File: src/rtl/div_issue_ctrl.sv
// EX-stage issue controller for the iterative divider.
// Decodes RV32M DIV/DIVU/REM/REMU, resolves divide-by-zero and signed
// overflow locally, and serves repeated operand pairs from a one-entry cache.
// All other divides go to the divider, and the pipeline is stalled until the
// result comes back.
module div_issue_ctrl #(
    parameter int XLEN       = 32,
    parameter bit PAIR_CACHE = 1'b1
) (
    input  logic            clk,
    input  logic            reset,
    input  logic            ex_valid,
    input  logic [2:0]      ex_funct3,
    input  logic [XLEN-1:0] ex_rs1_val,
    input  logic [XLEN-1:0] ex_rs2_val,
    input  logic [4:0]      ex_rd,
    input  logic            flush,
    output logic            stall_req,
    output logic            wb_valid,
    output logic [4:0]      wb_rd,
    output logic [XLEN-1:0] wb_data,
    output logic            div_start,
    output logic            div_is_signed,
    output logic            div_is_rem,
    output logic [XLEN-1:0] div_dividend,
    output logic [XLEN-1:0] div_divisor,
    input  logic [XLEN-1:0] div_result,
    input  logic [XLEN-1:0] div_remainder,
    input  logic            div_done,
    input  logic            div_busy
);

    typedef enum logic [2:0] {S_IDLE, S_ISSUE, S_WAIT, S_DRAIN, S_RESP} state_t;

    localparam logic [XLEN-1:0] INT_MIN = {1'b1, {(XLEN-1){1'b0}}};

    state_t          state_q, state_d;
    logic [XLEN-1:0] rs1_q, rs1_d, rs2_q, rs2_d;
    logic            signed_q, signed_d, rem_q, rem_d;
    logic [4:0]      rd_q, rd_d, wb_rd_q, wb_rd_d;
    logic [XLEN-1:0] wb_data_q, wb_data_d;
    logic            c_valid_q, c_valid_d, c_signed_q, c_signed_d;
    logic [XLEN-1:0] c_rs1_q, c_rs1_d, c_rs2_q, c_rs2_d;
    logic [XLEN-1:0] c_quo_q, c_quo_d, c_rem_q, c_rem_d;
    // Set when a flush lands on the same cycle as div_done: the divider has
    // already finished, so DRAIN must not wait for another done pulse.
    logic            drain_skip_q, drain_skip_d;

    logic div_op, ex_signed, ex_rem, cache_hit;

    assign div_op    = ex_valid & ex_funct3[2];
    assign ex_signed = ~ex_funct3[0];
    assign ex_rem    = ex_funct3[1];
    assign cache_hit = PAIR_CACHE && c_valid_q && (c_rs1_q == ex_rs1_val) &&
                       (c_rs2_q == ex_rs2_val) && (c_signed_q == ex_signed);

    assign div_dividend  = rs1_q;
    assign div_divisor   = rs2_q;
    assign div_is_signed = signed_q;
    assign div_is_rem    = rem_q;
    assign wb_data       = wb_data_q;
    assign wb_rd         = wb_rd_q;

    // Stall request, gated by reset so every output reads 0 while reset is held.
    always_comb begin
        stall_req = ~reset & ((div_op & (state_q != S_RESP)) |
                              (state_q == S_ISSUE) | (state_q == S_WAIT));
    end

    // Next-state, operand latching, cache update and pulse outputs.
    always_comb begin
        state_d      = state_q;
        rs1_d        = rs1_q;
        rs2_d        = rs2_q;
        signed_d     = signed_q;
        rem_d        = rem_q;
        rd_d         = rd_q;
        wb_rd_d      = wb_rd_q;
        wb_data_d    = wb_data_q;
        c_valid_d    = c_valid_q;
        c_signed_d   = c_signed_q;
        c_rs1_d      = c_rs1_q;
        c_rs2_d      = c_rs2_q;
        c_quo_d      = c_quo_q;
        c_rem_d      = c_rem_q;
        drain_skip_d = drain_skip_q;
        div_start    = 1'b0;
        wb_valid     = 1'b0;
        case (state_q)
            S_IDLE: begin
                if (div_op && !flush && !div_busy) begin
                    rs1_d    = ex_rs1_val;
                    rs2_d    = ex_rs2_val;
                    signed_d = ex_signed;
                    rem_d    = ex_rem;
                    rd_d     = ex_rd;
                    if (ex_rs2_val == '0) begin
                        wb_data_d = ex_rem ? ex_rs1_val : '1;
                        wb_rd_d   = ex_rd;
                        state_d   = S_RESP;
                    end else if (ex_signed && (ex_rs1_val == INT_MIN) && (ex_rs2_val == '1)) begin
                        wb_data_d = ex_rem ? '0 : INT_MIN;
                        wb_rd_d   = ex_rd;
                        state_d   = S_RESP;
                    end else if (cache_hit) begin
                        wb_data_d = ex_rem ? c_rem_q : c_quo_q;
                        wb_rd_d   = ex_rd;
                        state_d   = S_RESP;
                    end else begin
                        state_d = S_ISSUE;
                    end
                end
            end
            S_ISSUE: begin
                if (flush) begin
                    state_d = S_IDLE;
                end else if (!div_busy && !div_done) begin
                    div_start = 1'b1;
                    state_d   = S_WAIT;
                end
            end
            S_WAIT: begin
                if (flush) begin
                    drain_skip_d = div_done;
                    state_d      = S_DRAIN;
                end else if (div_done) begin
                    wb_data_d  = rem_q ? div_remainder : div_result;
                    wb_rd_d    = rd_q;
                    c_valid_d  = 1'b1;
                    c_signed_d = signed_q;
                    c_rs1_d    = rs1_q;
                    c_rs2_d    = rs2_q;
                    c_quo_d    = div_result;
                    c_rem_d    = div_remainder;
                    state_d    = S_RESP;
                end
            end
            S_DRAIN: begin
                if (div_done || drain_skip_q) begin
                    drain_skip_d = 1'b0;
                    state_d      = S_IDLE;
                end
            end
            S_RESP: begin
                wb_valid = ~flush;
                state_d  = S_IDLE;
            end
            default: state_d = S_IDLE;
        endcase
    end

    // State, operand, result and cache registers.
    always_ff @(posedge clk or posedge reset) begin
        if (reset) begin
            state_q      <= S_IDLE;
            rs1_q        <= '0;
            rs2_q        <= '0;
            signed_q     <= 1'b0;
            rem_q        <= 1'b0;
            rd_q         <= '0;
            wb_rd_q      <= '0;
            wb_data_q    <= '0;
            c_valid_q    <= 1'b0;
            c_signed_q   <= 1'b0;
            c_rs1_q      <= '0;
            c_rs2_q      <= '0;
            c_quo_q      <= '0;
            c_rem_q      <= '0;
            drain_skip_q <= 1'b0;
        end else begin
            state_q      <= state_d;
            rs1_q        <= rs1_d;
            rs2_q        <= rs2_d;
            signed_q     <= signed_d;
            rem_q        <= rem_d;
            rd_q         <= rd_d;
            wb_rd_q      <= wb_rd_d;
            wb_data_q    <= wb_data_d;
            c_valid_q    <= c_valid_d;
            c_signed_q   <= c_signed_d;
            c_rs1_q      <= c_rs1_d;
            c_rs2_q      <= c_rs2_d;
            c_quo_q      <= c_quo_d;
            c_rem_q      <= c_rem_d;
            drain_skip_q <= drain_skip_d;
        end
    end

endmodule
File: config.mk
export PLATFORM = sky130hd
export DESIGN_NAME = div_issue_ctrl
export DESIGN_NICKNAME = d
export VERILOG_FILES = /design/src/rtl/div_issue_ctrl.sv
export SDC_FILE = /design/constraint.sdc
export NUM_CORES = 1
export LEC_CHECK = 0
export ABC_AREA = 1
export BUFFER_PORTS_ARGS = -buffer_cell sky130_fd_sc_hd__clkbuf_2
export CORE_UTILIZATION = 50
export DETAILED_ROUTE_END_ITERATION = 6
export GPL_TIMING_DRIVEN = 0
export PLACE_DENSITY = 0.76
export SYNTH_ARGS = -nofsm -noshare
export SYNTH_HDL_FRONTEND = slang
export SYNTH_SLANG_ARGS = --single-unit
File: constraint.sdc
create_clock -name clk -period 14 [get_ports clk]
set_clock_uncertainty 0.15 [all_clocks]
set_input_delay 1.4 -clock clk [delete_from_list [all_inputs] [get_ports clk]]
set_output_delay 1.4 -clock clk [all_outputs]
set_load 0.02 [all_outputs]
==> reports/metrics.cfg, run 1 <==
[placed_design]
dp_hpwl_um=27630
gp_congestion=0.9189
io_buffers=247
dpl.cell_count=2198

[power]
leakagePower_nw=8.149
ir_worst_vdd_mv=0.1163
p_per_area_nw_per_um2=214.8

[routing]
dr_total_vias=11920
dr.first_iter.drc_count=1072
post-route-drc-count=0
routedWlPerCell_um=16.92
via_per_inst=5.309
wirelength_um=38010
drtPass1Iterations=5
ant_nets=0

[setup_path]
critical_path_required_ns=12.45
reg2reg_from=state_q[1]
reg2reg_depth=9
cp-end-kind=primary output
r2r_slack_ns=11.28
cp.arrival_ns=2.34
start_kind=register
r2r-end=c_rs2_q[0]
criticalPathCategory=register to primary output
cp_max_fo=10

[clock_tree]
path_clk_slew_ns=0.07
clockBufferDepth=3
clk_latency_ns=0.54
post_cts_resized=0
cts_tree=yes
cts.sinks=242
htree_num_levels=1
ctsHoldBuffers=0
post-cts-setup-buffer-count=0
numCtsBuffers=26
clock-root-buffer=clkbuf_16

[yosys]
synth-compound-area-share=0.1165
yosys_warnings=0
muxShareOfSynthArea=0.04020
postSynthCellCount=1626
avgSynthCellArea_sq_um=7.580
netlist_area_sq_um=12330
synthXorXnorAreaFrac=0.007106
yosys.area_share.simple=0.2608
syn_nets=1768
synth_flop_cell=dfrtp_1
synth_fa_ha_area_frac=0
synth_top_family_by_area=simple AND/OR/NAND/NOR gates
synth_area_leader_cell=dfrtp_1
ys_ff_latch=242
yosysSeqAreaShare=0.4913
ys_top_cells_by_area=dfrtp_1 49%, nand2_1 16%, inv_1 5.0%
yosysTopAreaCellShare=0.4913
yosysUniqueCellTypes=26
async_flop_share=1.000
synth_edf_count=0

[timing]
post-route-period-util=0.2780
relSlewSlack=0.4439
timing.setup.tns_ns=0
rsz0062_at_grt=false
fmax_ghz=0.2569
finalMaxSlewViolations=0
fin_crit_ns=3.892
tightest_slew_ns=0.8341
setup_viol=0
hold_violations=0
whs_ns=0.3288

[floorplan]
die_width_um=159.0
die_area_sq_um=25280
die_h_um=159.0
rows=57
io_pins=248
core_sq_um=24250
start_util=0.5083

[global_route]
grt_pass1_wl_um=60030
grt_use_total=0.2989
grt_pass1_vias=11630
overflow=0
grt_max_degree=125
antenna_found_initial=0

[finish]
layout_common_cells=514 x nand2_1, 247 x clkbuf_2, 242 x dfrtp_1
fillers=2179
multi_input_area_sq_um=5234
final_core_util=0.6173
regArea_sq_um=6056
area_delta_synth_final_pct=21.45
drive_gt1_frac=0.1956
final_cells=2246
layout.nets=2044
final_common_cell=nand2_1
n_antenna_cell=0

[worst_hold_path]
hp-start=wb_data[25]
hold_class=register to register
worstHoldEndpoint=wb_data[25]
worstHoldPathCells=2

[job]
cap_viol_max_count=0

[status]
status=finished clean

-- power breakdown --
group / total (mW) / switching, mW / internal, mW
Combinational: 1.22 / 0.777 / 0.441
Sequential: 1.22 / 0.205 / 1.02
Clock: 0.774 / 0.298 / 0.476
Total: 3.22 / 1.28 / 1.94
-- final cells by class --
cell class | count | share of cell area
Buffer | 83 | 0.02508
Clock buffer | 35 | 0.05115
Clock inverter | 13 | 0.01346
Inverter | 176 | 0.04463
Multi-Input combinational cell | 1125 | 0.3496
Sequential cell | 242 | 0.4045
Tap cell | 324 | 0.02708
Timing Repair Buffer | 248 | 0.08442
-- sequential cells by signal (all words and copies together), names as in the netlist --
name           count
c_valid_q          1
c_rs1_q           32
state_q            3
wb_data           32
div_is_rem         1
rd_q               5
div_divisor       32
c_rs2_q           32
drain_skip_q       1
div_dividend      32
c_rem_q           32
c_signed_q         1
wb_rd              5
div_is_signed      1
c_quo_q           32
-- per-layer routing --
| layer | share of wire | track usage |
|---|---|---|
| met4 | 0.029 | 0.09747 |
| met2 | 0.48 | 0.4984 |
| met5 | 0 | 0 |
| met1 | 0.42 | 0.4048 |
| met3 | 0.072 | 0.03959 |
-- worst max-delay path, cell delays in order (launching register included) --
cell and delay, ns:
dfrtp_1 0.40, inv_1 0.11, nor2_1 0.05, nand2_1 0.08, buf_2 0.24, buf_1 0.47
a31oi_1 0.25, clkbuf_2 0.21
-- worst max-delay path by stage --
| stage | to | from | cells after the start |
|---|---|---|---|
| 6_report | stall_req | state_q[1] | 7 |
| 5_1_grt | stall_req | state_q[1] | 7 |
| 4_1_cts | stall_req | state_q[1] | 7 |
| 3_5_place_dp | stall_req | ex_valid | 5 |
| 3_3_place_gp | c_rs2_q[9] | reset | 2 |
| 2_1_floorplan | c_quo_q[0] | reset | 1 |
-- cells by family (layout without fill, tap and decap cells) --
group	after synthesis	count (layout)
AND/OR/NAND/NOR	801	801
AO/OA/AOI/OAI	270	270
buffers and inverters	259	555
flip-flops	242	242
multiplexers	44	44
XOR/XNOR	10	10
-- Yosys cell counts (8+ instances only) --
cell and instances:
nand2_1 514, dfrtp_1 242, inv_1 164, nor2_1 164, a21oi_1 118, o21ai_0 117
nand3_1 82, clkbuf_1 60, mux2_2 44, a211oi_1 31, nand4_1 27, buf_2 15
inv_2 10, xnor2_1 10, nor3_1 8
-- through the flow --
| step | cell area, sq um | total power [mW] | setup WS (ns) |
|---|---|---|---|
| after floorplan | 12330 | 2.024 | 5.805 |
| after global placement | 13970 | 2.387 | 2.867 |
| after detailed placement | 14000 | 2.436 | 10.18 |
| after CTS | 14970 | 3.216 | 10.15 |
| after global routing | 14970 | 3.418 | 9.979 |
| final | 14970 | 3.216 | 10.11 |
No activity file was read; power rests on OpenSTA's default activity.
==> run 2: changes to the inputs <==
clock period = 4 ns   (was 14 ns; I/O delays follow)
==> run 2 against run 1 <==
Against the previous run: first-iteration DRC count increased by 5.9%; critical path type unchanged; wire length rose by 3.7%; total power rose to 3.6 times the previous value; non-clock buffer count grew 69; via count grew 3.7%; cell area grew 5.1%; largest cell class unchanged; sequential cell count unchanged; critical endpoint unchanged; register-to-register slack lost 9.9 ns.
==> reports/metrics.cfg, run 2 (synthesis gave the netlist of run 1 again) <==
[status]
status=finished clean  ; unchanged

[timing]
fin_crit_ns=2.919
post-route-period-util=0.7296
hold_violations=0  ; unchanged
fin_ws_ns=1.081  ; was 10.11 ns
whs_ns=0.002269  ; was 0.3288 ns
rsz0062_at_grt=false  ; unchanged
relSlewSlack=0.4746  ; was 0.4439
tightest_slew_ns=0.7881  ; was 0.8341 ns
setup_viol=0  ; unchanged
finalMaxSlewViolations=0  ; unchanged
fmax_ghz=0.3426

[power]
p_per_area_nw_per_um2=726.1  ; was 214.8 nW/um^2
internal-power_mw=6.902  ; was 1.936 mW
swShare=0.3960  ; was 0.3980
leakagePower_nw=8.469  ; was 8.149 nW
ir_worst_vdd_mv=0.3884  ; was 0.1163 mV
combPwrFrac=0.381  ; was 0.379
clockPowerShare=0.244  ; was 0.241
p_sw_mw=4.526  ; was 1.280 mW
seq_power_share=0.375  ; was 0.381

[global_route]
overflow=0  ; unchanged
grt_use_total=0.3109  ; was 0.2989
antenna_found_initial=0  ; unchanged
grt_pass1_wl_um=62490  ; was 60030 um
grt_pass1_vias=12040  ; was 11630
grt_max_degree=43  ; was 125

[setup_path]
path_delay_family=buffers and inverters  ; unchanged
cp-end-kind=primary output  ; unchanged
cp.arrival_ns=2.37  ; was 2.34 ns
start_kind=register  ; unchanged
criticalPathCategory=register to primary output  ; unchanged
crit_chain=inv_1, nor2_1, nand2_1, buf_2, buf_1, a31oi_1, clkbuf_2  ; unchanged
critical_path_required_ns=3.45  ; was 12.45 ns
cp_num_buf_inv=4  ; unchanged
crit_slowest_cell=buf_1  ; unchanged
cp_max_fo=10  ; unchanged
slowest_delay_ns=0.47  ; about the same

[job]
cap_viol_max_count=0  ; unchanged

[finish]
n_antenna_cell=0  ; unchanged
layout.nets=2113  ; was 2044
regArea_sq_um=6056  ; unchanged
layout_common_cells=514 x nand2_1, 247 x clkbuf_2, 242 x dfrtp_1  ; unchanged
multi_input_area_sq_um=5234  ; unchanged
drive_gt1_frac=0.1924  ; was 0.1956
final_common_cell=nand2_1  ; unchanged
area_delta_synth_final_pct=27.70  ; was 21.45%
fillers=2096  ; was 2179

[clock_tree]
clockBufferDepth=3  ; unchanged
numCtsBuffers=26  ; unchanged
clk_latency_ns=0.54  ; about the same
post-cts-setup-buffer-count=0  ; unchanged
htree_num_levels=1  ; unchanged
cts_tree=yes  ; unchanged
clock-root-buffer=clkbuf_16  ; unchanged
cts.sinks=242  ; unchanged
path_clk_slew_ns=0.07  ; about the same

[floorplan]
core_sq_um=24250  ; unchanged
io_pins=248  ; unchanged
die_width_um=159.0  ; unchanged
die_h_um=159.0  ; unchanged
die_area_sq_um=25280  ; unchanged
rows=57  ; unchanged
start_util=0.5083  ; unchanged

[placed_design]
io_buffers=247  ; unchanged
dp_hpwl_um=28450  ; was 27630 um
pre_cts_ws_ns=1.387  ; was 10.18 ns
gp_congestion=0.9078  ; was 0.9189

[routing]
dr_total_vias=12370  ; was 11920
ant_nets=0  ; unchanged
post-route-drc-count=0  ; unchanged
dr.first_iter.drc_count=1135  ; was 1072
via_per_inst=5.343  ; was 5.309
routedWlPerCell_um=17.02  ; was 16.92 um
wirelength_um=39410  ; was 38010 um
drtPass1Iterations=7  ; was 5

[worst_hold_path]
hold_class=input pin to register  ; was register to register

[run 2: cell types whose count changed in the layout (fill, tap and decap cells not counted), sizes merged]
cell | before | now
dlygate4sd3 | 0 | 63
buf | 24 | 30
clkbuf | 342 | 338
bufinv | 5 | 7
clkinvlp | 3 | 5
clkinv | 7 | 8
inv | 174 | 173
[run 2: worst paths after layout]
| check | to | slack [ns] | cells past startpoint | start |
|---|---|---|---|---|
| max | stall_req | 1.08 | 7 | state_q[1] |
| min | c_quo_q[27] | 0.002 | 3 | div_result[27] |
| max reg2reg | c_quo_q[2] | 1.34 | 9 | state_q[1] |
| min reg2reg | c_valid_q | 0.31 | 2 | c_valid_q |
| max in group asynchronous | c_quo_q[22] | 2.53 | 5 | reset |
| min in group asynchronous | div_dividend[12] | 0.37 | 3 | reset |
[run 2: timing repair]
item                                   4_1_cts  5_1_grt
resized for setup                            0        0
hold buffers                                63        0
endpoints found under the hold margin       78        0
[run 2: power by group through the flow]
stage / clock network, mW / logic [mW] / registers (mW)
floorplan: 0 / 2.41 / 4.67
global placement: 0 / 4.10 / 4.25
detailed placement: 0 / 4.25 / 4.29
CTS: 2.82 / 4.32 / 4.27
global route: 2.91 / 4.82 / 4.42
finish: 2.79 / 4.35 / 4.29
[run 2: layer usage]
| metal | GRT usage | wire length (um) |
|---|---|---|
| met5 | 0 | 0 |
| met4 | 0.1066 | 1225 |
| met3 | 0.03751 | 2784 |
| met2 | 0.5181 | 18790 |
| met1 | 0.4220 | 16600 |
[run 2: per-stage QoR]
step | total power [mW] | instances | instance area, sq um | TNS, ns | utilization
after detailed placement | 8.542 | 2204 | 14110 | 0 | 0.5819
after CTS | 11.41 | 2315 | 15740 | 0 | 0.6491
after floorplan | 7.085 | 1626 | 12330 | 0 | -
final | 11.43 | 2315 | 15740 | 0 | 0.6491
after global routing | 12.16 | 2315 | 15740 | 0 | 0.6491
after global placement | 8.355 | 2197 | 13970 | -306.82 | 0.5762
[run 2: layout make-up]
class | count | area share
Sequential cell | 242 | 0.3847
Multi-Input combinational cell | 1125 | 0.3325
Timing Repair Buffer | 317 | 0.1275
Clock buffer | 31 | 0.04579
Inverter | 176 | 0.04221
Tap cell | 324 | 0.02576
Buffer | 83 | 0.02385
Clock inverter | 17 | 0.01765
[run 2: worst register-to-register path, delay by kind of cell, from the launching register on]
| family | cells | cell delay (ns) |
|---|---|---|
| and+or+nand+nor | 5 | 0.57 |
| DFF | 1 | 0.40 |
| AOI/OAI and AO/OA | 1 | 0.11 |
| buffers and inverters | 3 | 1.35 |
